**src/rtl/pb_debounce_pkg.sv**
```systemverilog
// Shared constants and types for the push-button debounce/detect block.
package pb_debounce_pkg;

  localparam int NUM_PB        = 4;      // push-button channels
  localparam int SAMPLE_PERIOD = 50000;  // clock cycles per debounce sample (1 kHz at 50 MHz)
  localparam int SHIFT_LEN     = 10;     // samples of history per channel
  localparam int HOLD_TICKS    = 1000;   // samples of continuous press before long-press
  localparam int HOLD_CNT_W    = 11;     // hold counter width, covers HOLD_TICKS up to 2047

  typedef logic [HOLD_CNT_W-1:0] hold_cnt_t;

endpackage

```
**src/rtl/pb_debounce_if.sv**
```systemverilog
// Debounced push-button status bundle: driven by the detector, read by consumers.
interface pb_debounce_if #(
  parameter int NUM_PB = pb_debounce_pkg::NUM_PB
);

  logic              sample_tick;
  logic [NUM_PB-1:0] pb_status;
  logic [NUM_PB-1:0] pb_pressed;
  logic [NUM_PB-1:0] pb_released;
  logic [NUM_PB-1:0] pb_held;

  modport master (
    output sample_tick, pb_status, pb_pressed, pb_released, pb_held
  );

  modport slave (
    input sample_tick, pb_status, pb_pressed, pb_released, pb_held
  );

endinterface

```
**src/rtl/pb_debounce_channel.sv**
```systemverilog
// One push-button channel: synchroniser, sample history, debounced level,
// press/release edge pulses and long-press hold detection.
module pb_debounce_channel
  import pb_debounce_pkg::*;
#(
  parameter int SHIFT_LEN  = pb_debounce_pkg::SHIFT_LEN,
  parameter int HOLD_TICKS = pb_debounce_pkg::HOLD_TICKS
) (
  input  logic CLOCK_50_I,
  input  logic resetn,
  input  logic sample_tick,
  input  logic push_button_n,
  output logic pb_status,
  output logic pb_pressed,
  output logic pb_released,
  output logic pb_held
);

  localparam hold_cnt_t HOLD_MAX = hold_cnt_t'(HOLD_TICKS);

  logic                 sync_q1;
  logic                 sync_q2;
  logic [SHIFT_LEN-1:0] history;
  logic                 status_d;
  hold_cnt_t            hold_cnt;

  // Bring the raw active-low button into the clock domain as active-high.
  always_ff @(posedge CLOCK_50_I or negedge resetn) begin
    if (!resetn) begin
      sync_q1 <= 1'b0;
      sync_q2 <= 1'b0;
    end else begin
      // NOTE: non-blocking so sync_q2 takes the old sync_q1, keeping two real flop stages.
      sync_q1 <= ~push_button_n;
      sync_q2 <= sync_q1;
    end
  end

  // Shift one synchronised sample into the history on every sample tick.
  always_ff @(posedge CLOCK_50_I or negedge resetn) begin
    if (!resetn) begin
      history <= '0;
    end else if (sample_tick) begin
      history <= {history[SHIFT_LEN-2:0], sync_q2};
    end
  end

  // Debounced level rises on any pressed sample and falls only once the
  // whole history is clear; the delayed copy feeds the edge detectors.
  always_ff @(posedge CLOCK_50_I or negedge resetn) begin
    if (!resetn) begin
      pb_status <= 1'b0;
      status_d  <= 1'b0;
    end else begin
      pb_status <= |history;
      status_d  <= pb_status;
    end
  end

  // Count samples of continuous press, saturating at the long-press threshold.
  always_ff @(posedge CLOCK_50_I or negedge resetn) begin
    if (!resetn) begin
      hold_cnt <= '0;
    end else if (!pb_status) begin
      hold_cnt <= '0;
    end else if (sample_tick && (hold_cnt != HOLD_MAX)) begin
      hold_cnt <= hold_cnt + hold_cnt_t'(1);
    end
  end

  assign pb_pressed  =  pb_status & ~status_d;
  assign pb_released = ~pb_status &  status_d;
  // Gating with pb_status drops the hold flag in the same cycle as the level,
  // one cycle before the counter itself clears.
  assign pb_held     =  pb_status & (hold_cnt == HOLD_MAX);

endmodule

```
**src/rtl/pb_debounce_detect.sv**
```systemverilog
// Push-button debounce and event detection: a shared sample-tick generator
// feeding one independent debounce channel per button.
module pb_debounce_detect
  import pb_debounce_pkg::*;
#(
  parameter int NUM_PB        = pb_debounce_pkg::NUM_PB,
  parameter int SAMPLE_PERIOD = pb_debounce_pkg::SAMPLE_PERIOD,
  parameter int SHIFT_LEN     = pb_debounce_pkg::SHIFT_LEN,
  parameter int HOLD_TICKS    = pb_debounce_pkg::HOLD_TICKS
) (
  input  logic              CLOCK_50_I,
  input  logic              resetn,
  input  logic [NUM_PB-1:0] PUSH_BUTTON_N_I,
  pb_debounce_if.master     pb_if
);

  localparam int                TICK_W    = (SAMPLE_PERIOD > 1) ? $clog2(SAMPLE_PERIOD) : 1;
  localparam logic [TICK_W-1:0] TICK_LAST = TICK_W'(SAMPLE_PERIOD - 1);

  logic [TICK_W-1:0] tick_cnt;
  logic              sample_tick;
  logic [NUM_PB-1:0] status_v;
  logic [NUM_PB-1:0] pressed_v;
  logic [NUM_PB-1:0] released_v;
  logic [NUM_PB-1:0] held_v;

  // Free-running sample counter 0..SAMPLE_PERIOD-1, shared by every channel.
  always_ff @(posedge CLOCK_50_I or negedge resetn) begin
    if (!resetn) begin
      tick_cnt <= '0;
    end else if (tick_cnt == TICK_LAST) begin
      tick_cnt <= '0;
    end else begin
      tick_cnt <= tick_cnt + TICK_W'(1);
    end
  end

  assign sample_tick = (tick_cnt == TICK_LAST);

  for (genvar i = 0; i < NUM_PB; i++) begin : g_chan
    pb_debounce_channel #(
      .SHIFT_LEN  (SHIFT_LEN),
      .HOLD_TICKS (HOLD_TICKS)
    ) u_chan (
      .CLOCK_50_I    (CLOCK_50_I),
      .resetn        (resetn),
      .sample_tick   (sample_tick),
      .push_button_n (PUSH_BUTTON_N_I[i]),
      .pb_status     (status_v[i]),
      .pb_pressed    (pressed_v[i]),
      .pb_released   (released_v[i]),
      .pb_held       (held_v[i])
    );
  end

  assign pb_if.sample_tick = sample_tick;
  assign pb_if.pb_status   = status_v;
  assign pb_if.pb_pressed  = pressed_v;
  assign pb_if.pb_released = released_v;
  assign pb_if.pb_held     = held_v;

endmodule

```
**src/flat_wrapper.sv**
```systemverilog
// flat-port wrapper written by rule: the top's interface ports become plain ports
module pb_debounce_detect_flat import pb_debounce_pkg::*;
#(
  parameter int NUM_PB        = pb_debounce_pkg::NUM_PB,
  parameter int SAMPLE_PERIOD = pb_debounce_pkg::SAMPLE_PERIOD,
  parameter int SHIFT_LEN     = pb_debounce_pkg::SHIFT_LEN,
  parameter int HOLD_TICKS    = pb_debounce_pkg::HOLD_TICKS
)
  (CLOCK_50_I, resetn, PUSH_BUTTON_N_I, pb_if_sample_tick, pb_if_pb_status, pb_if_pb_pressed, pb_if_pb_released, pb_if_pb_held);
  pb_debounce_if #(.NUM_PB(NUM_PB)) pb_if_i ();
  input  logic CLOCK_50_I;
  input  logic resetn;
  input  logic [NUM_PB-1:0] PUSH_BUTTON_N_I;
  output wire logic [$bits(pb_if_i.sample_tick)-1:0] pb_if_sample_tick;
  output wire logic [$bits(pb_if_i.pb_status)-1:0] pb_if_pb_status;
  output wire logic [$bits(pb_if_i.pb_pressed)-1:0] pb_if_pb_pressed;
  output wire logic [$bits(pb_if_i.pb_released)-1:0] pb_if_pb_released;
  output wire logic [$bits(pb_if_i.pb_held)-1:0] pb_if_pb_held;
  assign pb_if_sample_tick = pb_if_i.sample_tick;
  assign pb_if_pb_status = pb_if_i.pb_status;
  assign pb_if_pb_pressed = pb_if_i.pb_pressed;
  assign pb_if_pb_released = pb_if_i.pb_released;
  assign pb_if_pb_held = pb_if_i.pb_held;
  pb_debounce_detect #(.NUM_PB(NUM_PB), .SAMPLE_PERIOD(SAMPLE_PERIOD), .SHIFT_LEN(SHIFT_LEN), .HOLD_TICKS(HOLD_TICKS)) u_core (.CLOCK_50_I(CLOCK_50_I), .resetn(resetn), .PUSH_BUTTON_N_I(PUSH_BUTTON_N_I), .pb_if(pb_if_i));
endmodule
```
**config.mk**
```make
export PLATFORM = sky130hd
export DESIGN_NAME = pb_debounce_detect_flat
export DESIGN_NICKNAME = d
export VERILOG_FILES = /design/src/rtl/pb_debounce_pkg.sv /design/src/rtl/pb_debounce_if.sv /design/src/rtl/pb_debounce_channel.sv /design/src/rtl/pb_debounce_detect.sv /design/src/flat_wrapper.sv
export SDC_FILE = /design/constraint.sdc
export NUM_CORES = 1
export LEC_CHECK = 0
export ABC_AREA = 1
export BUFFER_PORTS_ARGS = -buffer_cell sky130_fd_sc_hd__buf_4
export CELL_PAD_IN_SITES_DETAIL_PLACEMENT = 2
export CELL_PAD_IN_SITES_GLOBAL_PLACEMENT = 2
export CORE_UTILIZATION = 40
export DETAILED_ROUTE_END_ITERATION = 7
export PLACE_DENSITY_LB_ADDON = 0.08
export SYNTH_ARGS = -nofsm -noshare
export SYNTH_HDL_FRONTEND = slang
export SYNTH_SLANG_ARGS = --single-unit
```
**constraint.sdc**
```tcl
create_clock -name CLOCK_50_I -period 2.7 [get_ports CLOCK_50_I]
set_input_delay 0.54 -clock CLOCK_50_I [delete_from_list [all_inputs] [get_ports CLOCK_50_I]]
set_output_delay 0.54 -clock CLOCK_50_I [all_outputs]
set_load 0.02 [all_outputs]
```
### After elaboration in Yosys (flattened, before gate mapping)

Index checks and enable logic that the tools add are counted.

| storage, ports and cells | value |
|---|---|
| register bits | 116 |
| bits of input ports | 6 |
| output and inout bits | 17 |

| operators by class | value |
|---|---|
| $add $sub $neg | 5 |
| equal/unequal tests | 13 |
| muxes and demuxes | 9 |
| bitwise gates (word level) | 24 |
| reduce and logical (&&, ||, !) cells | 8 |

Operators by type and width:

| kind | number |
|---|---|
| $mux W11 | 8 |
| $add A11 B1 Y11 const B | 4 |
| $eq A11 B10 Y1 const B | 4 |
| $ne A11 B10 Y1 const B | 4 |
| $reduce_or A10 Y1 | 4 |
| $add A16 B1 Y16 const B | 1 |
| $eq A16 B16 Y1 const B | 1 |
| $mux W16 | 1 |
| $and A1 B1 Y1 | 12 |
| $not A1 Y1 | 12 |
| $ne A2 B1 Y1 const B | 4 |
| $logic_and A1 B1 Y1 | 4 |

### Depth between registers and ports, before layout

| depth | value |
|---|---|
| word-level depth | 4 |
| mapped depth | 10 |

### Cells and area by module

Synthesis repeated with hierarchy kept, for this count alone.

| unflattened totals | value |
|---|---|
| cell total of the unflattened synthesis | 737 |
| area total of the unflattened synthesis | 5721.7 um^2 |

Modules (own cells, without submodules):

| module | instances | cells an instance | area an instance (um^2) | sequential area each (um^2) |
|---|---|---|---|---|
| pb_debounce_channel | 4 | 154 | 1211.2 | 625.6 |
| pb_debounce_detect | 1 | 121 | 877.1 | 400.4 |

### Worst setup path before layout

OpenSTA, ideal clock, no wires.

| path | value |
|---|---|
| kind | reg2out |
| start point | register u_core.tick_cnt[0] |
| end point | output pb_if_sample_tick |
| arrival time | 1347 ps |
| required time | 2160 ps |
| slack | 813 ps |
| cell stages (with the launch flop) | 9 |
| buffers on the path | 1 |
| cell sequence | dfrtp_1 -> ha_1 -> nand2_2 -> nor2_4 -> inv_2 -> nor2_4 -> nand2_4 -> inv_2 -> buf_2 |

| between the ends | value |
|---|---|
| word-level cells in the longest chain between the ends | 1 |

RTL lines:

| element | line | RTL |
|---|---|---|
| start, declared | pb_debounce_detect.sv:20 | `logic [TICK_W-1:0] tick_cnt;` |
| start signal, assigned | pb_debounce_detect.sv:34 | `tick_cnt <= tick_cnt + TICK_W'(1);` |
| $eq A16 B16 Y1 | pb_debounce_detect.sv:38 | `assign sample_tick = (tick_cnt == TICK_LAST);` |
| end, declared | flat_wrapper.sv:14 | `output wire logic [$bits(pb_if_i.sample_tick)-1:0] pb_if_sample_tick;` |

Every way passes these cells.

### Final worst setup path

Ends and elaborated chain as after synthesis.

==> impl_results.md <==
* Status: finished clean
* PwrDens at roughly 640 mW/mm2
* CTS buffer count at 17
* Worst VDD drop at 0.5766 mV
* # IOs at 23
* Met1 usage at 0.2994
* Via count at roughly 5300
* Routed vias/inst at 5.298
* Critical path arrival at about 2 ns
* FF-to-FF setup slack at around 0.64 ns
* Mapped Cells at just under 800
* Cells taking the most area after synthesis: dfrtp_1 (48%), nand2_1 (16%), nand3_1 (8.8%)
* CTS sink cnt at approximately 120
* Worst Skew at around 0.011 ns
* CTS Buffer Depth at 2
* Routed WL per cell at roughly 19 um
* RSZ-0062 raised after global routing: false
* Final core utilization at 0.4741
* Largest net degree at the start of global routing at 53
* Die Y at about 120 um
* Root buf cell: clkbuf_16
* Top Family by Delay on Critical Path: buffers and inverters
* Met3 Usage GRT at 0.05284
* Peak fanout along the critical path at 17
* HP Class: in2async
* Initial DRC Count at between 200 and 250
* Clk Latency, worst-skew pair at about 0.43 ns
* Number of detailed-route iterations in the first pass at 4
* Antenna cells at 0
* Largest area contributor in the netlist: dfrtp_1
* Max_slew headroom at 0.6096
* Placed cell area at between 0.006 and 0.007 mm2
* Crit. End Element: output pin
* Synth Register Bits at ~120
* Synth top area share at 0.4849
* Post-route clock period utilization at 0.9411
* Routed WL at around 19 mm
* Port-buffer cells at 22
* Startpoint types: flop
* Most Crowded Layer GR: met2
* First-pass GRT wire length at between 30 and 40 mm
* Final setup fails at 0
* H-Tree Depth at 4
* Met2 Use GR at 0.4927
* Crit path required time at about 2.2 ns
* Crit path kind: reg2out
* Final Cell Area at 0.006917 mm2
* Setup Buffers After CTS at 0
* Core box area at roughly 0.015 mm2
* P&R area growth vs syn at 15.55%
* Post-CTS Resized at 0
* Critical Path Slowest Stage Cell: dfrtp_1
* Cell count along the critical path at 8
* Post-CTS Hold Fix Bufs at 0
* R2R depth at 10
* Worst R2R End: u_core.g_chan[1].u_chan.hold_cnt[2]
* Worst-path clk slew at about 0.060 ns
* Gr ovfl total at 0
* Final GP Congestion at 0.7649
* Final net count at 811
* Leakage at 3.555 nW
* TNS Setup at 0 ns
* Pins Over Slew Limit at 0
* CP Cell Sequence: ha_1 > nand2_2 > nor2_4 > inv_2 > nor2_4 > nand2_4 > clkinv_2 > buf_4
* Number of nets with antenna violations after routing at 0
* Cell mode on critical path: nor2_4
* Synth Net Count at between 700 and 800
* Synth unique cells at 30
* Final min period at about 2.5 ns
* Synth Warn # at 0
* Max_cap viols at 0
* Detailed placement HPWL at approximately 12 mm
* Gr usage total at 0.2643
* Initial antenna violation count at 0
* Worst stage delay on the critical path at approximately 0.38 ns
* Synthesized area at 0.005986 mm2
* Initial Util at 0.4103
* Layout cells sized above 1 at 0.09394
* CTS tree: built
* Maximum clock rate at ~400 MHz
* Worst Path Buf+Inv at 3
* Worst-margin pin slew at around 0.58 ns
* Launch point of the worst reg-to-reg path: u_core.tick_cnt[0]
* Register area share after synthesis at 0.4849
* Die area at around 0.015 mm2
* DRC viols at 0
* Number of core rows at 44
* Hold Vio Cnt, Final at 0
* Die width at 124.3 um
* Vias in the first global route at just over 6000
* Synth Area per Inst at between 7 and 8 um2
==> layout make-up <==
type | count | area [um2]
inverter | 88 | 331.6
tap | 184 | 230.2
clock inverter | 14 | 246.5
fill | 1588 | 7672
sequential | 116 | 2903
multi-input combinational | 541 | 2524
clock buffer | 18 | 429.2
timing repair buffer | 32 | 252.7
==> layer usage <==
layer,vias up,routed length [um]
met5,-,0
met4,0,315
met3,30,365
met2,53,10210
met1,2705,7836
li1,2473,-
==> logic make-up (layout without fill, tap and decap cells) <==
family | after synthesis | in the layout | share of synthesized area
compound gates | 24 | 24 | 0.02090
simple gates | 484 | 484 | 0.3468
buf+inv | 127 | 152 | 0.09343
xor+xnor | 24 | 24 | 0.03512
flops | 116 | 116 | 0.4849
fa+ha+maj | 9 | 9 | 0.01881
==> synth_stat cells (all sizes together) <==
master	n
or2	1
o21bai	1
xor2	21
nor3b	2
inv	87
buf	28
nand4	15
nand3	105
nor3	4
ha	9
dfrtp	116
nor2	90
nand2	254
o21ai	19
o211ai	1
clkinv	1
a21oi	3
xnor2	3
nand3b	4
clkbuf	11
nor4	9
==> worst register-to-register path, cell delays in order (launching register included) <==
cell and delay, ns:
dfrtp_1 0.38, ha_1 0.22, nand2_2 0.10, nor2_4 0.15
inv_2 0.08, nor2_4 0.15, nand2_4 0.08, buf_4 0.30
nor2_2 0.32, nand3_1 0.12, nand2_1 0.10
==> power breakdown <==
group	internal [mW]	leakage, nW	total (mW)	switching [mW]
Clock	1.74	0.318	2.65	0.908
Sequential	1.74	1.59	1.75	0.00184
Combinational	0.00884	1.65	0.0469	0.0381
Total	3.49	3.56	4.44	0.948
==> sequential cells by signal (all words and copies together) (netlist names) <==
register and flops:
u_core.g_chan.u_chan.sync_q2 4, u_core.g_chan.u_chan.status_d 4, u_core.g_chan.u_chan.history 40, u_core.g_chan.u_chan.hold_cnt 44
u_core.g_chan.u_chan.sync_q1 4, u_core.tick_cnt 16, u_core.g_chan.u_chan.pb_status 4
==> worst max path at each step <==
stage	startpoint	endpoint
finish	u_core.tick_cnt[0]	pb_if_sample_tick
global route	u_core.tick_cnt[0]	pb_if_sample_tick
CTS	u_core.tick_cnt[0]	pb_if_sample_tick
detailed placement	u_core.tick_cnt[0]	pb_if_sample_tick
global placement	u_core.tick_cnt[0]	pb_if_sample_tick
floorplan	u_core.tick_cnt[0]	pb_if_sample_tick
==> cells in the final DEF (no fill, tap or decap), types with 2 or more instances in the layout <==
cell type and count:
nor2_2 5, nor4_1 9, nor3b_1 2, inv_6 3, a21oi_1 3, buf_4 31, xor2_1 21, inv_1 84
inv_2 2, dfrtp_1 116, nand3b_1 4, nor2_1 83, clkinv_4 2, nor3_1 4, nand3_1 105, xnor2_1 3
o21ai_1 4, ha_1 9, nand2_1 252, bufinv_16 6, nor2_4 2, o21ai_0 15, clkinvlp_4 3, nand4_1 15
clkbuf_16 17
==> per-stage QoR <==
step / power, mW / cells / setup WS [ns] / hold WS [ns]
6_report: 4.442 / 993 / 0.1590 / 0.1056
3_3_place_gp: 1.826 / 961 / 0.6411 / 0.3381
3_5_place_dp: 1.828 / 961 / 0.5387 / 0.3473
2_1_floorplan: 1.779 / 784 / 0.8130 / 0.2444
4_1_cts: 4.491 / 993 / 0.05210 / 0.1226
5_1_grt: 4.566 / 993 / 0.04126 / 0.1329
Note: power is estimated with default switching activity, not from simulation.
